<file path="config.mk">
export PLATFORM = sky130hd
export DESIGN_NAME = parking_gate_detector
export DESIGN_NICKNAME = d
export VERILOG_FILES = /design/src/rtl/parking_pkg.sv /design/src/rtl/sensor_debounce.sv /design/src/rtl/parking_gate_detector.sv
export SDC_FILE = /design/constraint.sdc
export NUM_CORES = 1
export LEC_CHECK = 0
export CAP_MARGIN = 40
export CORE_MARGIN = 2
export CORE_UTILIZATION = 38
export DETAILED_ROUTE_END_ITERATION = 10
export GPL_TIMING_DRIVEN = 0
export PLACE_DENSITY = 0.67
export SLEW_MARGIN = 20
export SYNTH_ARGS = -nofsm -noshare
export SYNTH_HDL_FRONTEND = slang
export SYNTH_HIERARCHICAL = 1
export SYNTH_SLANG_ARGS = --single-unit
</file>
<file path="constraint.sdc">
create_clock -name clk -period 1.89 [get_ports clk]
set_input_delay 0.378 -clock clk [delete_from_list [all_inputs] [get_ports clk]]
set_output_delay 0.378 -clock clk [all_outputs]
set_load 0.005 [all_outputs]
</file>
<file path="src/rtl/parking_pkg.sv">
// parking_pkg: gate FSM state enum and filtered sensor-pair encodings {outer, inner}
package parking_pkg;
  typedef enum logic [2:0] {IDLE, IN_1, IN_2, IN_3, OUT_1, OUT_2, OUT_3, ERR} gate_state_t;
  localparam logic [1:0] CLEAR      = 2'b00;
  localparam logic [1:0] OUTER_ONLY = 2'b10;
  localparam logic [1:0] INNER_ONLY = 2'b01;
  localparam logic [1:0] BOTH       = 2'b11;
endpackage

</file>
<file path="src/rtl/sensor_debounce.sv">
// sensor_debounce: 2-flop synchroniser plus debounce filter for one beam sensor
// ports: clk, reset (async high), raw (asynchronous beam input), filtered (clean level)
module sensor_debounce #(
  parameter int DEBOUNCE_CYCLES = 4
) (
  input  logic clk,
  input  logic reset,
  input  logic raw,
  output logic filtered
);
  localparam int CW = $clog2(DEBOUNCE_CYCLES + 1);
  logic [1:0]    sync;
  logic [CW-1:0] cnt;
  always_ff @(posedge clk or posedge reset)
    if (reset) begin
      sync     <= '0;
      cnt      <= '0;
      filtered <= 1'b0;
    end else begin
      sync <= {sync[0], raw};
      if (sync[1] == filtered) cnt <= '0;
      else if (cnt == CW'(DEBOUNCE_CYCLES - 1)) begin
        filtered <= sync[1];
        cnt      <= '0;
      end else cnt <= cnt + 1'b1;
    end
endmodule

</file>
<file path="src/rtl/parking_gate_detector.sv">
// parking_gate_detector: debounced two-beam gate direction detector emitting enter/exit/error pulses
// ports: clk, reset (async high), sensor_outer/sensor_inner (raw beams), car_enter/car_exit/seq_error (1-cycle pulses), busy
module parking_gate_detector
  import parking_pkg::*;
#(
  parameter int DEBOUNCE_CYCLES = 4,
  parameter int TIMEOUT_CYCLES  = 1000
) (
  input  logic clk,
  input  logic reset,
  input  logic sensor_outer,
  input  logic sensor_inner,
  output logic car_enter,
  output logic car_exit,
  output logic seq_error,
  output logic busy
);
  localparam int TW = $clog2(TIMEOUT_CYCLES);
  logic          o, i;
  logic [1:0]    pair;
  gate_state_t   state, legal, nxt;
  logic [TW-1:0] tcnt;
  logic          in_progress, timeout, enter_d, exit_d, err_d;

  sensor_debounce #(.DEBOUNCE_CYCLES(DEBOUNCE_CYCLES)) u_outer (
    .clk(clk), .reset(reset), .raw(sensor_outer), .filtered(o)
  );
  sensor_debounce #(.DEBOUNCE_CYCLES(DEBOUNCE_CYCLES)) u_inner (
    .clk(clk), .reset(reset), .raw(sensor_inner), .filtered(i)
  );

  assign pair        = {o, i};
  assign in_progress = (state != IDLE) && (state != ERR);
  assign timeout     = in_progress && (tcnt == TW'(TIMEOUT_CYCLES - 1));

  always_ff @(posedge clk or posedge reset)
    if (reset) begin
      state     <= IDLE;
      tcnt      <= '0;
      car_enter <= 1'b0;
      car_exit  <= 1'b0;
      seq_error <= 1'b0;
      busy      <= 1'b0;
    end else begin
      state     <= nxt;
      tcnt      <= (nxt != state || !in_progress) ? '0 : tcnt + 1'b1;
      car_enter <= enter_d;
      car_exit  <= exit_d;
      seq_error <= err_d;
      busy      <= nxt != IDLE;
    end

  // a real transition on the timeout edge takes priority over the timeout
  always_comb begin
    legal = state;
    case (state)
      IDLE:  legal = pair == OUTER_ONLY ? IN_1  : pair == INNER_ONLY ? OUT_1 : pair == BOTH       ? ERR  : IDLE;
      IN_1:  legal = pair == BOTH       ? IN_2  : pair == INNER_ONLY ? IN_3  : pair == CLEAR      ? IDLE : IN_1;
      IN_2:  legal = pair == INNER_ONLY ? IN_3  : pair == OUTER_ONLY ? IN_1  : pair == CLEAR      ? ERR  : IN_2;
      IN_3:  legal = pair == CLEAR      ? IDLE  : pair == BOTH       ? IN_2  : pair == OUTER_ONLY ? ERR  : IN_3;
      OUT_1: legal = pair == BOTH       ? OUT_2 : pair == OUTER_ONLY ? OUT_3 : pair == CLEAR      ? IDLE : OUT_1;
      OUT_2: legal = pair == OUTER_ONLY ? OUT_3 : pair == INNER_ONLY ? OUT_1 : pair == CLEAR      ? ERR  : OUT_2;
      OUT_3: legal = pair == CLEAR      ? IDLE  : pair == BOTH       ? OUT_2 : pair == INNER_ONLY ? ERR  : OUT_3;
      ERR:   legal = pair == CLEAR      ? IDLE  : ERR;
      default: legal = IDLE;
    endcase
    nxt = (legal == state && timeout) ? ERR : legal;
  end

  always_comb begin
    enter_d = state == IN_3  && nxt == IDLE;
    exit_d  = state == OUT_3 && nxt == IDLE;
    err_d   = state != ERR   && nxt == ERR;
  end
endmodule

</file>
Word-level counts from Yosys, hierarchy flattened. Cells that the tools add are included.

Register bits: 29. Bits of input ports: 4.

Add/subtract/negate cells: 3. Equality and inequality tests: 19. Mux-type cells: 29. Bitwise gates (word level): 2. Reductions and logical operators: 15.

Operators by type and width (count): 2-to-1 mux 3 bit (19); one-hot mux 3 bit (8 select lines) (1); == test 3 bit (second input constant) (5); == test 3 x 2 -> 1 bit (second input constant) (4); 2-to-1 mux 2 bit (6); adder 10 x 1 -> 10 bit (second input constant) (1); == test 10 bit (second input constant) (1); 2-to-1 mux 10 bit (1); adder 3 x 1 -> 3 bit (second input constant) (2); logical AND 1 bit (6); zero test 3 bit (2); nonzero test 3 bit (2); == test 2 bit (second input constant) (2); AND reduction 2 bit (2); == test 3 x 1 -> 1 bit (second input constant) (1); == test 3 bit (1); inequality test 3 bit (1); inequality test 3 bit (second input constant) (1); == test 1 bit (2); == test 2 x 1 -> 1 bit (second input constant) (1); zero test 2 bit (1); 2-to-1 mux 1 bit (2); NOT 1 bit (2); zero test 1 bit (1); logical OR 1 bit (1).

Depth between registers and ports, before layout. Gate-level depths: netlist of run 1.

Word-level depth: 11. Depth in mapped cells: 8.

By module. Netlist of run 1, hierarchy kept.

Modules (own cells, without submodules): parking_gate_detector (times used 1, cells each 124, area an instance 1221.2 um^2, seq. area each 425.4 um^2); sensor_debounce (times used 2, cells each 14, area an instance 220.2 um^2, seq. area each 150.1 um^2).

Worst setup path after synthesis of run 1. No wires, ideal clock.

Kind: register -> register. Start: reg u_inner.filtered. End: reg seq_error. Library setup time: 0.094 ns. Arrival: 1.941 ns. Slack: -0.145 ns. Cell stages (with the launch flop): 8. Buffers on the path: 0. Period minus slack after synthesis: 2.035 ns. Cells stage by stage: dfrtp_1 -> inv_1 -> ha_1 -> xnor2_1 -> o32a_1 -> a221oi_2 -> o311ai_1 -> a221oi_2.

Word-level cells in the longest chain between the ends: 10. Elaborated cells on any way between the ends: 32. Those cells by class: eq/ne (5); mux (24); reduce/logical (3).

RTL lines: start, declared (RTL line sensor_debounce.sv:9) `output logic filtered`; start signal, assigned (RTL line sensor_debounce.sv:23) `filtered <= sync[1];`; == test 2 x 1 -> 1 bit (tied with other cells); 2-to-1 mux 1 bit (tied with other cells) (RTL line parking_gate_detector.sv:63) `OUT_3: legal = pair == CLEAR ? IDLE : pair == BOTH ? OUT_2 : pair == INNER_ONLY ? ERR : OUT_3;`; 2-to-1 mux 2 bit (tied with other cells) (RTL line parking_gate_detector.sv:63); 2-to-1 mux 3 bit (tied with other cells) (RTL line parking_gate_detector.sv:63); one-hot mux 3 bit (8 select lines) (*) (RTL line parking_gate_detector.sv:56) `case (state)`; == test 3 bit (RTL line parking_gate_detector.sv:67) `nxt = (legal == state && timeout) ? ERR : legal;`; logical AND 1 bit (RTL line parking_gate_detector.sv:67); 2-to-1 mux 3 bit (*) (RTL line parking_gate_detector.sv:67); == test 3 bit (*) (RTL line parking_gate_detector.sv:73) `err_d = state != ERR && nxt == ERR;`; logical AND 1 bit (*) (RTL line parking_gate_detector.sv:73); named net err_d (RTL line parking_gate_detector.sv:23) `logic in_progress, timeout, enter_d, exit_d, err_d;`; end signal, assigned (RTL line parking_gate_detector.sv:49) `seq_error <= err_d;`; end, declared (RTL line parking_gate_detector.sv:15) `output logic seq_error,`.

Mark *: on every way through the listed nets, which the timed path passes. The rest lies on a longest branch. A chain may end at the register's enable or synchronous reset.

Final worst setup path of run 1.
Start: reg u_outer.filtered. End: reg seq_error.

Word-level cells in the longest chain between the ends: 10. Elaborated cells on any way between the ends: 32. Those cells by class: eq/ne (5); mux (24); reduce/logical (3).

RTL lines (RTL line): start, declared (sensor_debounce.sv:9); start signal, assigned (sensor_debounce.sv:23); == test 2 x 1 -> 1 bit (tied with other cells); 2-to-1 mux 1 bit (tied with other cells) (parking_gate_detector.sv:63); 2-to-1 mux 2 bit (tied with other cells) (parking_gate_detector.sv:63); 2-to-1 mux 3 bit (tied with other cells) (parking_gate_detector.sv:63); one-hot mux 3 bit (8 select lines) (*) (parking_gate_detector.sv:56); == test 3 bit (parking_gate_detector.sv:67); logical AND 1 bit (parking_gate_detector.sv:67); 2-to-1 mux 3 bit (*) (parking_gate_detector.sv:67); == test 3 bit (*) (parking_gate_detector.sv:73); logical AND 1 bit (*) (parking_gate_detector.sv:73); named net err_d (parking_gate_detector.sv:23).

Marks and branches as above.

==> results of run 1 <==
routing by layer:
metal / vias to the layer above / wire [um] / global-route usage [%]
met3: 15 / 174 / 5.051
met1: 630 / 1418 / 19.48
met2: 40 / 1906 / 25.61
met5: - / 0 / 0
met4: 0 / 173 / 8.333
li1: 604 / - / -
critical path, stage by stage (launching register included):
cell and delay [ns]:
dfrtp_2 0.46, buf_4 0.16, ha_4 0.18, or3_1 0.34
o21ai_2 0.18, a21oi_2 0.10, or3_4 0.38, a221oi_2 0.23
final timing paths:
kind                            slack, ns             start              end
worst max-delay path                -0.24  u_outer/filtered        seq_error
max in group asynchronous            0.89             reset         state[1]
min in group asynchronous            0.39             reset   u_outer/cnt[0]
worst max register to register      -0.24  u_outer/filtered        seq_error
worst min-delay path                 0.35   u_inner/sync[0]  u_inner/sync[1]
worst min register to register       0.35   u_inner/sync[0]  u_inner/sync[1]
stage by stage:
stage / util, % / setup WS (ns) / hold slack [ns] / power [mW] / cells
floorplan: - / -0.02186 / 0.1690 / 2.187 / 152
global placement: 42.48 / -0.2468 / 0.3348 / 2.491 / 211
detailed placement: 42.48 / -0.3129 / 0.3381 / 2.569 / 211
CTS: 49.16 / -0.1733 / 0.3552 / 3.707 / 226
global route: 51.17 / -0.2971 / 0.3718 / 4.272 / 230
finish: 51.17 / -0.2414 / 0.3514 / 4.008 / 230
timing repair:
item                       4_1_cts  5_1_grt
hold endpoints to repair         0        0
buffers inserted                 7        4
gates cloned                     0        0
setup endpoints to repair       17       17
resized for setup               26       13
pin swaps                        6        6
flip-flops by register name, summed over array words and instances (netlist names), 2 cells and up:
name and flops:
u_outer/sync 2, u_inner/cnt 3, u_outer/cnt 3, state 3, u_inner/sync 2, tcnt 10
synthesized netlist by cell type (all sizes together), types with 3 or more instances:
cell / instances
nor3b: 5
nor2: 5
nand3: 6
inv: 9
nor2b: 6
ha: 10
o21ai: 4
a211oi: 12
nand2: 8
xor2: 5
dfrtp: 29
xnor2: 6
nor4: 3
nor3: 6
buf: 5
mux2: 3
power by group:
| group | internal (mW) | switching (mW) | leakage (nW) |
|---|---|---|---|
| sequential | 0.756 | 0.129 | 0.373 |
| combinational | 1.11 | 1.36 | 0.463 |
| clock | 0.429 | 0.223 | 0.0585 |
| total | 2.29 | 1.72 | 0.895 |
layout make-up:
type                       count  area (sq um)
fill                         371          2097
timing repair buffer          18         152.6
clock buffer                   7         86.33
multi-input combinational    109          1057
buffer                         5         37.54
inverter                       9         38.79
clock inverter                 1         30.03
sequential                    29         729.5
tap                           52         65.06
cells by family after synthesis:
| kind of cell | count (synthesis) | synth area share [%] |
|---|---|---|
| AOI/OAI and AO/OA | 32 | 15.81 |
| DFF | 29 | 43.67 |
| adders and majority gates | 10 | 7.530 |
| and+or+nand+nor | 51 | 20.03 |
| buffers and inverters | 14 | 3.916 |
| muxes | 5 | 3.238 |
| xor gates and xnor gates | 11 | 5.798 |
==> flow_metrics.tcl, run 1 <==
set metrics [dict create \
    syn_nets 166 \
    critPathCaptureType "flip-flop" \
    fp.coreArea_sq_mm 0.004294 \
    setup_ws_ns -0.2414 \
    final_common_cell "dfrtp_1" \
    worst_clock_skew_ns 0.009396 \
    tightest_slew_ns 0.6310 \
    yosys.area.top_type_share_pct 43.67 \
    r2r_cells 7 \
    vias 1289 \
    initial_utilization_pct 38.69 \
    ir_drop_mv 0.5765 \
    drt_iter0_drc 72 \
    setup_viol 16 \
    drive_gt1_share_pct 38.76 \
    syn_avg_cell_area_sq_um 10.93 \
    power_density_mw_per_mm2 1824 \
    totalWireLength_mm 3.672 \
    grt_max_degree 18 \
    synth_edf_count 0 \
    design_area_sq_mm 0.002197 \
    min_path_cells 0 \
    critPathKind "flip-flop to flip-flop" \
    track_usage_pct 16.07 \
    path_clk_slew_ns 0.07 \
    viasPerCell 5.604 \
    dp_hpwl_mm 2.397 \
    yosys_register_bits 29 \
    cts-root-buf "clkbuf_8" \
    critPathArrivalTime_ns 2.32 \
    clk_latency_ns 0.28 \
    cts_tree "yes" \
    grt_remaining_overflow 0 \
    port_buffers 7 \
    syn_area_sq_mm 0.001662 \
    mostFrequentLayoutCells "dfrtp_1 (26), buf_4 (11), inv_1 (7), nand2_1 (7), clkdlybuf4s50_1 (7)" \
    path_max_fanout 7 \
    cts_hold_buf 0 \
    startpoint_type "flip-flop" \
    maxSlewViolCount 0 \
    yosysUniqueCellTypes 46 \
    antenna_found_initial 0 \
    cts_made_buffers 5 \
    cts_sinks 29 \
    grt_pass1_vias 1318 \
    seq_area_frac_synth_pct 43.67 \
    period_needed_ns 2.131 \
    dieArea_sq_mm 0.004918 \
    hold_path_class "flip-flop to flip-flop" \
    cts_buffer_depth 2 \
    finalSetupTns_ns -1.603 \
    layout.nets 191 \
    hold_violations 0 \
    diodes 0 \
    wire_per_inst_um 15.97 \
    required_ns 2.08 \
    violations "negative setup slack" \
    grt_pass1_wl_mm 6.134 \
    fp-row-count 24 \
    maxSlewHeadroom_pct 57.89 \
    async_flop_share_pct 100.0 \
    rsz0062_at_grt "true" \
    fmaxAchievable_mhz 469.2 \
    htreeDepth 2 \
    die_y_um 70.13 \
    ios 8 \
    p_leak_nw 0.8948 \
    drc_errors 0 \
    firstDrtPassIters 4 \
    syn_inst 152 \
    placed_cell_area_sq_mm 0.001824 \
    status "finished with violations" \
    synth_area_leader_cell "dfrtp_1" \
    area_growth_pct 32.23 \
    synth_flop_cell "dfrtp_1" \
    drv_cap 0 \
    period_share_pct 112.8 \
    synth_warnings 6 \
    gp_congestion 0.8600 \
    die_w_um 70.13 \
    postRouteAntennaNets 0 \
    yosys-top-cells-area "dfrtp_1 (44%), ha_1 (7.5%), a211oi_1 (5.0%), xnor2_1 (3.2%), xor2_1 (2.6%)" \
]
No activity file was read; power rests on OpenSTA's default activity.
==> inputs of run 2 (changes only) <==
--- a/config.mk
+++ b/config.mk
@@ -6,7 +6,7 @@
 export NUM_CORES = 1
 export LEC_CHECK = 0
 export CAP_MARGIN = 40
-export CORE_MARGIN = 2
+export CORE_MARGIN = 5
 export CORE_UTILIZATION = 38
 export DETAILED_ROUTE_END_ITERATION = 10
 export GPL_TIMING_DRIVEN = 0
==> flow_metrics.tcl, run 2 (same netlist as run 1, synthesis figures left out) <==
set metrics [dict create \
    die_y_um 76.13 \
    top_register "tcnt" \
    wire_per_inst_um 15.45 \
    r2r_slack_ns -0.25 \
    maxSlewHeadroom_pct 58.98 \
    hold_path_class "flip-flop to flip-flop" \
    highest_layer "met4" \
    vias 1248 \
    track_usage_pct 12.82 \
    die_w_um 76.13 \
    design_area_sq_mm 0.002133 \
    drv_cap 0 \
    fp-row-count 24 \
    dp_hpwl_mm 2.485 \
    critPathCaptureType "flip-flop" \
    wl_met1_mm 1.420 \
    status "finished with violations" \
    grt_pass1_vias 1294 \
    path_clk_slew_ns 0.06 \
    critPathSlowestCell "dfrtp_2" \
    finalSetupTns_ns -2.621 \
    dieArea_sq_mm 0.005795 \
    path_max_fanout 5 \
    maxSlewViolCount 0 \
    cts_sinks 29 \
    setup_ws_ns -0.2519 \
    port_buffers 7 \
    crit_start "u_inner/filtered" \
    ir_drop_mv 0.6074 \
    setup_viol 16 \
    antenna_found_initial 0 \
    placed_cell_area_sq_mm 0.001824 \
    cts_tree "yes" \
    startpoint_type "flip-flop" \
    power_mw 3.738 \
    crit_top_cell "a221oi_2" \
    dp_slack_ns -0.3790 \
    fp.coreArea_sq_mm 0.004294 \
    wl_met3_um 95 \
    period_needed_ns 2.142 \
    rsz0062_at_grt "true" \
    gp_congestion 0.8322 \
    diodes 0 \
    grt_max_degree 18 \
    final_core_util_pct 49.68 \
    required_ns 2.08 \
    cts_hold_buf 0 \
    drt_iter0_drc 113 \
    firstDrtPassIters 4 \
    cts_made_buffers 5 \
    r2r_cells 7 \
    critPathCapture "seq_error" \
    slowest_delay_ns 0.45 \
    r2r_end "seq_error" \
    wl_met2_mm 1.884 \
    violations "negative setup slack" \
    cts_buffer_depth 2 \
    worst_clock_skew_ns 0.007631 \
    hold_violations 0 \
    drc_errors 0 \
    mostFrequentLayoutCells "dfrtp_1 (27), a211oi_2 (10), buf_4 (8)" \
    ios 8 \
    power_density_mw_per_mm2 1752 \
    clk_latency_ns 0.28 \
    critPathKind "flip-flop to flip-flop" \
    area_growth_pct 28.39 \
    grt_remaining_overflow 0 \
    final_common_cell "dfrtp_1" \
    grt_pass1_wl_mm 5.954 \
    initial_utilization_pct 38.69 \
    cts-root-buf "clkbuf_8" \
    totalWireLength_mm 3.508 \
    viasPerCell 5.498 \
    layout.nets 188 \
    critPathArrivalTime_ns 2.33 \
    largest_reg_flops 10 \
    period_share_pct 113.3 \
    postRouteAntennaNets 0 \
    path_cells "inv_4, ha_4, xnor2_2, o32a_1, a221oi_2, o311ai_2, a221oi_2" \
    r2r_start "u_inner/filtered" \
    tightest_slew_ns 0.6146 \
    p_leak_nw 0.8717 \
    htreeDepth 2 \
    drive_gt1_share_pct 36.00 \
    fmaxAchievable_mhz 466.9 \
]
==> run 2: metrics by stage <==
step,cells,hold slack (ns)
floorplan,152,0.1690
global placement,211,0.3341
detailed placement,211,0.3381
CTS,223,0.3550
global route,227,0.3531
finish,227,0.3492
==> run 2: layout make-up <==
class	instances	area, sq um
fill	377	2161
multi-input combinational	109	1026
sequential	29	728.2
timing repair buffer	15	130.1
clock buffer	7	86.33
tap	52	65.06
inverter	9	36.28
buffer	5	31.28
clock inverter	1	30.03
==> run 2: how the worst min path moves through the flow <==
stage,from,to,slack (ns),cells after the start
6_report,u_inner/sync[0],u_inner/sync[1],0.35,0
5_1_grt,u_inner/sync[0],u_inner/sync[1],0.35,0
4_1_cts,u_inner/sync[0],u_inner/sync[1],0.36,0
3_5_place_dp,u_inner/sync[0],u_inner/sync[1],0.34,0
3_3_place_gp,u_outer/sync[0],u_outer/sync[1],0.33,0
2_1_floorplan,reset,u_inner/cnt[0],0.17,1
==> run 2: per-layer routing <==
layer  track usage (%)  vias to the layer above
li1                  -                      601
met1             14.29                      619
met2             21.92                       19
met3             3.664                        9
met4             6.818                        0
met5                 0                        -
==> run 2: report_power, final <==
| part | total, mW | switching, mW | internal, mW |
|---|---|---|---|
| clock | 0.649 | 0.221 | 0.429 |
| sequential | 0.870 | 0.116 | 0.754 |
| combinational | 2.22 | 1.28 | 0.940 |
| total | 3.74 | 1.62 | 2.12 |
==> run 2: what timing repair did <==
item                       in CTS  in global routing
setup buffers                   4                  4
setup endpoints to repair      17                 17
resized for setup              10                 18
pin swaps                       5                  5
==> run 2: critical path, delay by kind of cell, from the launching register on <==
family	cells	cell delay, ns
adders and majority gates	1	0.23
AOI/OAI and AO/OA	4	1.14
xor gates and xnor gates	1	0.13
buffers and inverters	1	0.11
DFF	1	0.45
==> inputs of run 3 (changes only) <==
--- a/config.mk
+++ b/config.mk
@@ -6,7 +6,6 @@
 export NUM_CORES = 1
 export LEC_CHECK = 0
 export CAP_MARGIN = 40
-export CORE_MARGIN = 5
 export CORE_UTILIZATION = 38
 export DETAILED_ROUTE_END_ITERATION = 10
 export GPL_TIMING_DRIVEN = 0
==> flow_metrics.tcl, run 3 (same netlist as run 1, synthesis figures left out) <==
set metrics [dict create \
    status "finished with violations" \
    violations "negative setup slack" \
    rsz0062_at_grt "true" \
    drive_gt1_share_pct 33.53 \
    fp.coreArea_sq_mm 0.004086 \
    power_density_mw_per_mm2 1738 \
    hold_path_class "flip-flop to flip-flop" \
    required_ns 2.07 \
    firstDrtPassIters 4 \
    period_needed_ns 2.028 \
    dp_slack_ns -0.4088 \
    path_max_fanout 5 \
    totalWireLength_mm 3.292 \
    grt_pass1_vias 1279 \
    fmaxAchievable_mhz 493.1 \
    port_buffers 7 \
    power_mw 3.636 \
    cts_sinks 29 \
    die_y_um 68.13 \
    layout.nets 186 \
    finalSetupTns_ns -1.287 \
    cts_made_buffers 5 \
    area_growth_pct 25.90 \
    r2r_slack_ns -0.14 \
    initial_utilization_pct 40.66 \
    grt_remaining_overflow 0 \
    p_leak_nw 0.8595 \
    mostFrequentLayoutCells "dfrtp_1 (26), inv_1 (7), buf_4 (7), a211oi_1 (7), clkdlybuf4s50_1 (7)" \
    setup_ws_ns -0.1379 \
    critPathKind "flip-flop to flip-flop" \
    vias 1236 \
    ir_drop_mv 0.7182 \
    cts_tree "yes" \
    dieArea_sq_mm 0.004641 \
    die_w_um 68.13 \
    hold_violations 0 \
    gp_congestion 0.8959 \
    ios 8 \
    maxSlewHeadroom_pct 57.18 \
    path_clk_slew_ns 0.06 \
    htreeDepth 2 \
    clk_latency_ns 0.28 \
    critPathCaptureType "flip-flop" \
    postRouteAntennaNets 0 \
    fp-row-count 23 \
    startpoint_type "flip-flop" \
    grt_pass1_wl_mm 5.885 \
    drt_iter0_drc 86 \
    largest_reg_flops 10 \
    critPathArrivalTime_ns 2.21 \
    dp_hpwl_mm 2.340 \
    drv_cap 0 \
    maxSlewViolCount 0 \
    top_register "tcnt" \
    antenna_found_initial 0 \
    track_usage_pct 17.65 \
    final_common_cell "dfrtp_1" \
    cts_buffer_depth 2 \
    hp-start "u_outer/sync[0]" \
    tightest_slew_ns 0.6416 \
    grt_max_degree 18 \
    period_share_pct 107.3 \
    worst_clock_skew_ns 0.005050 \
    crit_start "tcnt[0]" \
    drc_errors 0 \
    r2r_start "tcnt[0]" \
    diodes 0 \
    viasPerCell 5.543 \
    setup_viol 15 \
    wire_per_inst_um 14.76 \
    cts-root-buf "clkbuf_8" \
]
[run 3: critical path: stages, from the launching register on]
cell      delay, ns
dfrtp_1        0.40
ha_1           0.29
nand2b_1       0.10
or4_4          0.46
a221oi_2       0.26
o311ai_2       0.17
a221oi_2       0.25
[run 3: final timing paths]
check,end,cells after the start
max in group asynchronous,state[1],2
setup / recovery,seq_error,6
hold reg to reg,u_outer/sync[1],0
setup reg to reg,seq_error,6
min in group asynchronous,u_outer/cnt[0],2
hold / removal,u_outer/sync[1],0
[run 3: power breakdown]
group          internal (mW)  switching, mW  leakage, nW
combinational          0.911           1.19        0.428
sequential             0.756          0.129        0.373
clock                  0.429          0.224       0.0585
[run 3: routing by layer]
| layer | up-vias | global-route usage, % | part of all wire [%] |
|---|---|---|---|
| met5 | - | 0 | 0 |
| met4 | 0 | 6.250 | 1.1 |
| met3 | 4 | 7.667 | 5.5 |
| met2 | 36 | 29.29 | 52 |
| met1 | 605 | 20.02 | 42 |
| li1 | 591 | - | - |
[run 3: layout make-up]
type	instances	area (sq um)
Fill cell	366	1994
Multi-Input combinational cell	109	998.5
Clock inverter	1	30.03
Tap cell	50	62.56
Timing Repair Buffer	13	115.1
Clock buffer	7	86.33
Buffer	5	33.78
Sequential cell	29	729.5
Inverter	9	36.28
[run 3: stage by stage]
stage | hold slack (ns) | std cells | cell area, sq um | utilization, %
2_1_floorplan | 0.1690 | 152 | 1689 | -
3_3_place_gp | 0.3392 | 209 | 1822 | 44.58
3_5_place_dp | 0.3420 | 209 | 1822 | 44.58
4_1_cts | 0.3562 | 223 | 2063 | 50.49
5_1_grt | 0.3670 | 223 | 2092 | 51.19
6_report | 0.3531 | 223 | 2092 | 51.19
[run 3: timing repair]
| action | CTS | global route |
|---|---|---|
| setup endpoints to repair | 17 | 17 |
| setup buffers | 6 | 0 |
| hold buffers | 0 | 0 |
| pin swaps | 4 | 3 |
| gates resized for setup | 19 | 8 |
